===== src/rtl/decoder_scan_ctrl.sv =====
// Scan sequencer feeding a 4-to-16 line decoder: walks the masked channels with a
// dwell/blank cadence, samples a sense return per channel and publishes one result per sweep.
module decoder_scan_ctrl #(
  parameter int DWELL = 4,
  parameter int BLANK = 2,
  parameter int CNT_W = 8
) (
  input  logic        clk,
  input  logic        rst_n,
  input  logic        start,
  input  logic        stop,
  input  logic        continuous,
  input  logic [15:0] mask,
  input  logic        sense,
  output logic [3:0]  addr,
  output logic        dec_en,
  output logic        busy,
  output logic        sweep_done,
  output logic [15:0] scan_data
);

  typedef enum logic [1:0] {S_IDLE, S_DRIVE, S_BLANK} state_e;

  localparam logic [CNT_W-1:0] DWELL_LAST = CNT_W'(DWELL - 1);
  localparam logic [CNT_W-1:0] BLANK_LAST = CNT_W'(BLANK - 1);

  state_e            state_q, state_d;
  logic [3:0]        addr_q, addr_d;
  logic              dec_en_q, dec_en_d;
  logic              busy_q, busy_d;
  logic              sweep_done_q, sweep_done_d;
  logic [15:0]       scan_data_q, scan_data_d;
  logic [15:0]       shadow_q, shadow_d;
  logic [15:0]       mask_q, mask_d;
  logic [CNT_W-1:0]  cnt_q, cnt_d;
  logic [15:0]       higher;

  function automatic logic [3:0] lowest_set(input logic [15:0] m);
    logic [3:0] idx;
    idx = '0;
    for (int i = 15; i >= 0; i--) begin
      if (m[i]) idx = 4'(i);
    end
    return idx;
  endfunction

  // Masked channels strictly above the current address; empty means end of sweep.
  assign higher = mask_q & ~((16'd2 << addr_q) - 16'd1);

  always_comb begin
    state_d      = state_q;
    addr_d       = addr_q;
    sweep_done_d = 1'b0;
    scan_data_d  = scan_data_q;
    shadow_d     = shadow_q;
    mask_d       = mask_q;
    cnt_d        = cnt_q;
    case (state_q)
      S_IDLE: begin
        if (start && !stop && (mask != 16'd0)) begin
          mask_d   = mask;
          shadow_d = '0;
          addr_d   = lowest_set(mask);
          cnt_d    = '0;
          state_d  = S_DRIVE;
        end
      end
      S_DRIVE: begin
        if (stop) begin
          state_d  = S_IDLE;
          shadow_d = '0;
          cnt_d    = '0;
        end else if (cnt_q == DWELL_LAST) begin
          shadow_d[addr_q] = sense;
          cnt_d            = '0;
          state_d          = S_BLANK;
        end else begin
          cnt_d = cnt_q + 1'b1;
        end
      end
      S_BLANK: begin
        if ((cnt_q == BLANK_LAST) && (higher == 16'd0)) begin
          // End of sweep completes even under stop; stop only blocks the restart.
          sweep_done_d = 1'b1;
          scan_data_d  = shadow_q;
          cnt_d        = '0;
          if (continuous && !stop && (mask != 16'd0)) begin
            mask_d   = mask;
            shadow_d = '0;
            addr_d   = lowest_set(mask);
            state_d  = S_DRIVE;
          end else begin
            state_d = S_IDLE;
          end
        end else if (stop) begin
          state_d  = S_IDLE;
          shadow_d = '0;
          cnt_d    = '0;
        end else if (cnt_q == BLANK_LAST) begin
          addr_d  = lowest_set(higher);
          cnt_d   = '0;
          state_d = S_DRIVE;
        end else begin
          cnt_d = cnt_q + 1'b1;
        end
      end
      default: state_d = S_IDLE;
    endcase
    dec_en_d = (state_d == S_DRIVE);
    busy_d   = (state_d != S_IDLE);
  end

  always_ff @(posedge clk) begin
    if (!rst_n) begin
      state_q      <= S_IDLE;
      addr_q       <= '0;
      dec_en_q     <= 1'b0;
      busy_q       <= 1'b0;
      sweep_done_q <= 1'b0;
      scan_data_q  <= '0;
      shadow_q     <= '0;
      mask_q       <= '0;
      cnt_q        <= '0;
    end else begin
      state_q      <= state_d;
      addr_q       <= addr_d;
      dec_en_q     <= dec_en_d;
      busy_q       <= busy_d;
      sweep_done_q <= sweep_done_d;
      scan_data_q  <= scan_data_d;
      shadow_q     <= shadow_d;
      mask_q       <= mask_d;
      cnt_q        <= cnt_d;
    end
  end

  assign addr       = addr_q;
  assign dec_en     = dec_en_q;
  assign busy       = busy_q;
  assign sweep_done = sweep_done_q;
  assign scan_data  = scan_data_q;

endmodule


===== config.mk =====
export PLATFORM = sky130hd
export DESIGN_NAME = decoder_scan_ctrl
export DESIGN_NICKNAME = d
export VERILOG_FILES = /design/src/rtl/decoder_scan_ctrl.sv
export SDC_FILE = /design/constraint.sdc
export NUM_CORES = 1
export LEC_CHECK = 0
export CAP_MARGIN = 20
export CORE_ASPECT_RATIO = 0.5
export CORE_MARGIN = 2
export CORE_UTILIZATION = 52
export CTS_BUF_LIST = sky130_fd_sc_hd__clkbuf_4
export CTS_CLUSTER_DIAMETER = 80
export DETAILED_ROUTE_END_ITERATION = 10
export GPL_ROUTABILITY_DRIVEN = 1
export PLACE_DENSITY_LB_ADDON = 0.15
export SLEW_MARGIN = 5
export SYNTH_ARGS = -nofsm -noshare
export SYNTH_HDL_FRONTEND = slang
export SYNTH_SLANG_ARGS = --single-unit

===== constraint.sdc =====
create_clock -name clk -period 3.6 [get_ports clk]
set_clock_uncertainty 0.2 [all_clocks]
set_input_delay 0.72 -clock clk [delete_from_list [all_inputs] [get_ports clk]]
set_output_delay 0.72 -clock clk [all_outputs]
set_load 0.005 [all_outputs]

==> results_dict.tcl, run 1 <==
set metrics [dict create \
    p_per_area_nw_per_um2 352.4 \
    peakVddDrop_mv 0.1250 \
    cts-root-buf "clkbuf_4" \
    clock_latency_ns 0.45 \
    htree_levels 3 \
    crit_fanout 12 \
    ys_types 70 \
    total_power_uw 1645 \
    setup_viol 0 \
    p_leak_uw 0.001678 \
    die_w_um 124.0 \
    layout_commonest_cell "nand2_1" \
    cp-start-kind "register" \
    syn_area_um2 3742 \
    yosysTopAreaCellShare_pct 34.24 \
    die_y_um 63.99 \
    routed_wl_mm 9.416 \
    cts_tree "yes" \
    min_period_over_period_pct 95.60 \
    cts.sinks 64 \
    rows 21 \
    rsz0062_at_grt "false" \
    endpoint_kind "register" \
    first_iter_violations 267 \
    grt_remaining_overflow 0 \
    mostFrequentLayoutCells "nand2_1, dfxtp_1, nor2_1, buf_4" \
    worst-setup-path-type "reg2reg" \
    hpwl_mm 6.800 \
    layout_setup_ws_ns 0.1584 \
    status "complete, no violations" \
    die-area_um2 7933 \
    relSlewSlack_pct 52.56 \
    dp_slack_ns -0.1914 \
    placed_cells 635 \
    maxSlewViolCount 0 \
    min_path_type "reg2reg" \
    vias 3760 \
    tightestPinTransition_ns 0.7063 \
    wl_per_cell_um 14.44 \
    antenna_found_initial 0 \
    io_pins 45 \
    yosys_warnings 0 \
    first_pass_iters 4 \
    numCtsBuffers 9 \
    final_cells 652 \
    drtAntennaViolNets 0 \
    grt_pass1_wl_mm 16.09 \
    nFillCells 605 \
    critical_path_required_ns 3.76 \
    clkTransAtPathRegs_ns 0.12 \
    rrSetupSlack_ns 0.16 \
    fin_nets 585 \
    area_growth_syn_to_layout_pct 24.74 \
    postSynthCellCount 482 \
    layout-drive-gt1-share_pct 15.71 \
    vias_per_cell 5.767 \
    cts_buffer_depth 2 \
    synth_nets 512 \
    drc 0 \
    portBuffers 44 \
    grt_max_degree 42 \
    drv_cap 0 \
    core_um2 6832 \
    insertedDiodeCount 0 \
    start_util_pct 54.78 \
    hold_viol 0 \
    place_congestion 0.9594 \
    synth_edf_count 0 \
    yosysTopAreaCell "dfxtp_1" \
    fmax_ghz 0.2906 \
    yosys-top-cells-area "dfxtp_1, nand2_1, a21oi_1" \
    critPathArrivalTime_ns 3.60 \
    postSynth.asyncResetShare_pct 0 \
    grt_pass1_vias 3395 \
    ys_ff_latch 64 \
    yosysSeqAreaShare_pct 34.24 \
    track_usage_pct 25.99 \
    yosys_most_used_dff "dfxtp_1" \
    syn_area_per_cell_um2 7.764 \
    fin_crit_ns 3.442 \
]
[report_power, final]
group          total (µW)  internal, µW  switching, µW  leakage, µW
Sequential            747           729           18.2     0.000519
Clock                 426           140            286    0.0000597
Combinational         472           215            258      0.00110
[flip-flops by register name (all words and copies together) (netlist names)]
| name | cells |
|---|---|
| dec_en | 1 |
| cnt_q | 8 |
| state_q | 2 |
| busy | 1 |
| scan_data | 16 |
| mask_q | 15 |
| sweep_done | 1 |
| addr | 4 |
| shadow_q | 16 |
[what timing repair did]
action | 4_1_cts | 5_1_grt
pin swaps | 0 | 3
hold buffers | 0 | 0
cloned | 0 | 0
endpoints found under the setup margin | 12 | 35
setup buffers | 0 | 1
gates resized for setup | 2 | 7
[layer usage]
layer,vias up,track usage [%],part of all wire (%)
li1,1898,-,-
met1,1740,35.09,49
met2,110,41.07,44
met3,12,6.964,5.7
met4,0,7.022,1.2
met5,-,0,0
[final cells by class]
type | instances | area, µm² | share of cell area (%)
multi-input cells | 374 | 2292 | 49.10
flip-flops and latches | 64 | 1281 | 27.45
repair buffers | 92 | 813.3 | 17.42
well taps | 92 | 115.1 | 2.466
clock buffers | 9 | 67.56 | 1.447
inverters | 14 | 52.55 | 1.126
clock inverters | 7 | 46.29 | 0.9917
[cell usage after synthesis (2+ instances only)]
master and n:
a31oi_1 6, nor4_1 5, nand4_1 5, and3_1 2, clkbuf_1 15, o32ai_2 2
nor2b_1 4, nand3b_1 2, buf_4 4, buf_6 3, o211ai_1 3, nand3_1 24
o311a_1 2, o31ai_1 5, or3b_1 2, o21a_1 2, nand2_1 78, ha_1 8
a2bb2oi_1 3, o21ai_0 28, a221o_1 10, nor4b_1 12, nand2b_1 11, a41oi_1 2
xor2_1 5, and2_1 4, dfxtp_1 64, inv_1 13, a211oi_1 5, buf_2 6
a21oi_1 44, nor2_1 48, nor3_1 12, a21boi_0 2, and4_1 2, or2_2 2
o21bai_1 4
[critical path: stages (launching register included)]
cell       delay, ns
dfxtp_1         0.35
nor3_1          0.24
nand2_1         0.12
ha_2            0.26
or3b_1          0.41
a21boi_2        0.18
a2bb2oi_2       0.17
and4bb_1        0.25
and3_4          0.19
nor3_2          0.06
buf_4           0.16
or4_4           0.56
o32ai_2         0.20
[logic make-up (layout without fill, tap and decap cells)]
family	after synthesis	count (layout)	share of synthesized area (%)
AOI/OAI and AO/OA	134	134	24.14
xor gates and xnor gates	6	6	1.404
adders and majority gates	8	8	2.675
buffers and inverters	44	122	5.917
DFF	64	64	34.24
muxes	1	1	0.2675
and+or+nand+nor	225	225	31.36
[path summary, 6_finish.rpt]
path / cells past startpoint / start / endpoint
min: 2 / shadow_q[1]$_SDFFE_PN0P_ / scan_data[1]$_SDFFE_PN0P_
min reg2reg: 2 / shadow_q[1]$_SDFFE_PN0P_ / scan_data[1]$_SDFFE_PN0P_
max: 12 / addr[3]$_SDFFE_PN0P_ / shadow_q[1]$_SDFFE_PN0P_
max reg2reg: 12 / addr[3]$_SDFFE_PN0P_ / shadow_q[1]$_SDFFE_PN0P_
[metrics by stage]
stage	util, %	TNS, ns	hold slack (ns)	area [µm²]
finish	68.33	0	0.2510	4668
global route	68.33	0	0.2765	4668
CTS	67.80	0	0.2606	4632
detailed placement	65.99	-2.069	0.2452	4508
global placement	65.99	-1.042	0.2392	4508
floorplan	-	0	0.2321	3756
(Power assumes the default switching activity.)
==> inputs of run 2 (changes only) <==
RECOVER_POWER = 100   (was default)
==> run 2 against run 1 <==
Sequential power about the same. Critical path depth unchanged. Largest cell class unchanged. Non-clock buffer count unchanged. Cell area decreased by 0.38%.
==> results_dict.tcl, run 2 (synthesis gave the netlist of run 1 again) <==
set metrics [dict create \
    status "complete, no violations" \
    total_power_uw 1639 \
    drv_cap 0 \
    maxSlewViolCount 0 \
    numCtsBuffers 9 \
    cts.sinks 64 \
    die_y_um 63.99 \
    r2r-end "shadow_q[1]$_SDFFE_PN0P_" \
    fmax_ghz 0.2916 \
    cp_top_family "simple AND/OR/NAND/NOR gates" \
    cp-start-kind "register" \
    grt_pass1_wl_mm 16.09 \
    first_pass_iters 4 \
    setup_viol 0 \
    grt_pass1_vias 3395 \
    die_w_um 124.0 \
    endpoint_kind "register" \
    min_path_type "reg2reg" \
    p_per_area_nw_per_um2 352.4 \
    insertedDiodeCount 0 \
    place_congestion 0.9594 \
    hpwl_mm 6.800 \
    clkTransAtPathRegs_ns 0.12 \
    grt_remaining_overflow 0 \
    start_util_pct 54.78 \
    cp_slowest_cell "or4_4" \
    r2r-start "addr[3]$_SDFFE_PN0P_" \
    fin_crit_ns 3.429 \
    cts-root-buf "clkbuf_4" \
    vias 3778 \
    nFillCells 612 \
    first_iter_violations 260 \
    critPathBufInv 1 \
    drc 0 \
    tightestPinTransition_ns 0.7038 \
    crit_cells 12 \
    vias_per_cell 5.794 \
    crit_fanout 12 \
    rows 21 \
    fin_nets 585 \
    die-area_um2 7933 \
    cpPeakStageDelay_ns 0.56 \
    core_um2 6832 \
    cts_buffer_depth 2 \
    area_growth_syn_to_layout_pct 24.27 \
    cts_tree "yes" \
    relSlewSlack_pct 52.73 \
    clock_latency_ns 0.45 \
    crit_path_cell_trace "nor3_1 > nand2_1 > ha_2 > or3b_1 > a21boi_2 > a2bb2oi_2 > and4bb_1 > and3_4 > nor3_2 > buf_4 > or4_4 > o32ai_2" \
    critical_path_required_ns 3.77 \
    drtAntennaViolNets 0 \
    hold_buffers 0 \
    wl_per_cell_um 14.37 \
    hold_viol 0 \
    antenna_found_initial 0 \
    startpoint "addr[3]$_SDFFE_PN0P_" \
    p_leak_uw 0.001734 \
    worst-setup-path-type "reg2reg" \
    min_period_over_period_pct 95.26 \
    mostFrequentLayoutCells "nand2_1, dfxtp_1, nor2_1" \
    grt_max_degree 42 \
    routed_wl_mm 9.366 \
    portBuffers 44 \
    crit_end "shadow_q[1]$_SDFFE_PN0P_" \
    track_usage_pct 25.99 \
    peakVddDrop_mv 0.1250 \
    rsz0062_at_grt "false" \
    critPathArrivalTime_ns 3.60 \
    finalSetupTns_ns 0 \
    io_pins 45 \
    rrSetupSlack_ns 0.17 \
    layout-drive-gt1-share_pct 15.18 \
    worst_r2r_path_depth 12 \
    layout_commonest_cell "nand2_1" \
    htree_levels 3 \
]
[run 2: cell types whose count changed in the layout (fill, tap and decap cells not counted)]
cell	delta
clkdlybuf4s50_1	-20
dlygate4sd3_1	+20
buf_4	-7
clkbuf_2	+4
clkbuf_1	+2
clkbuf_4	+1
or2_0	+1
or2_2	-1
[run 2: worst min-delay path by stage]
stage	startpoint	depth (start not counted)	endpoint
after floorplan	mask_q[11]$_SDFFE_PN0P_	2	mask_q[11]$_SDFFE_PN0P_
after global placement	scan_data[10]$_SDFFE_PN0P_	2	scan_data[10]$_SDFFE_PN0P_
after detailed placement	scan_data[8]$_SDFFE_PN0P_	2	scan_data[8]$_SDFFE_PN0P_
after CTS	scan_data[8]$_SDFFE_PN0P_	2	scan_data[8]$_SDFFE_PN0P_
after global routing	scan_data[2]$_SDFFE_PN0P_	2	scan_data[2]$_SDFFE_PN0P_
final	shadow_q[1]$_SDFFE_PN0P_	2	scan_data[1]$_SDFFE_PN0P_
[run 2: metrics by stage]
step | utilization [%] | setup WS (ns) | instance area (µm²) | hold WS (ns) | cells
2_1_floorplan | - | 0.02036 | 3756 | 0.2321 | 482
3_3_place_gp | 65.99 | -0.09834 | 4508 | 0.2392 | 635
3_5_place_dp | 65.99 | -0.1914 | 4508 | 0.2452 | 635
4_1_cts | 67.80 | 0.05492 | 4632 | 0.2606 | 651
5_1_grt | 68.08 | 0.008514 | 4651 | 0.2736 | 652
6_report | 68.08 | 0.1708 | 4651 | 0.2540 | 652
[run 2: worst min-delay path: stages (launching register included)]
cell and delay (ns):
dfxtp_1 0.33, nand2_1 0.05, a21oi_1 0.05
[run 2: final cells by class]
type	count	area [µm²]	share of cell area, %
timing repair buffer	92	795.8	17.11
clock inverter	7	46.29	0.9954
inverter	14	52.55	1.130
tap	92	115.1	2.475
multi-input combinational	374	2292	49.29
sequential	64	1281	27.55
clock buffer	9	67.56	1.453
[run 2: report_power, final]
group / switching (µW) / internal [µW]
Clock: 287 / 140
Sequential: 18.2 / 729
Combinational: 257 / 208
Total: 563 / 1080
[run 2: layer usage]
| metal | track usage, % | wire [µm] | vias to the layer above |
|---|---|---|---|
| met4 | 7.022 | 126 | 0 |
| li1 | - | - | 1903 |
| met3 | 6.964 | 503 | 14 |
| met5 | 0 | 0 | - |
| met1 | 35.09 | 4622 | 1751 |
| met2 | 41.07 | 4114 | 110 |
[run 2: what timing repair did]
| action | in CTS | in global routing |
|---|---|---|
| gates resized for setup | 2 | 7 |
| endpoints found under the setup margin | 12 | 35 |
| pin swaps | 0 | 3 |
| setup buffers | 0 | 1 |
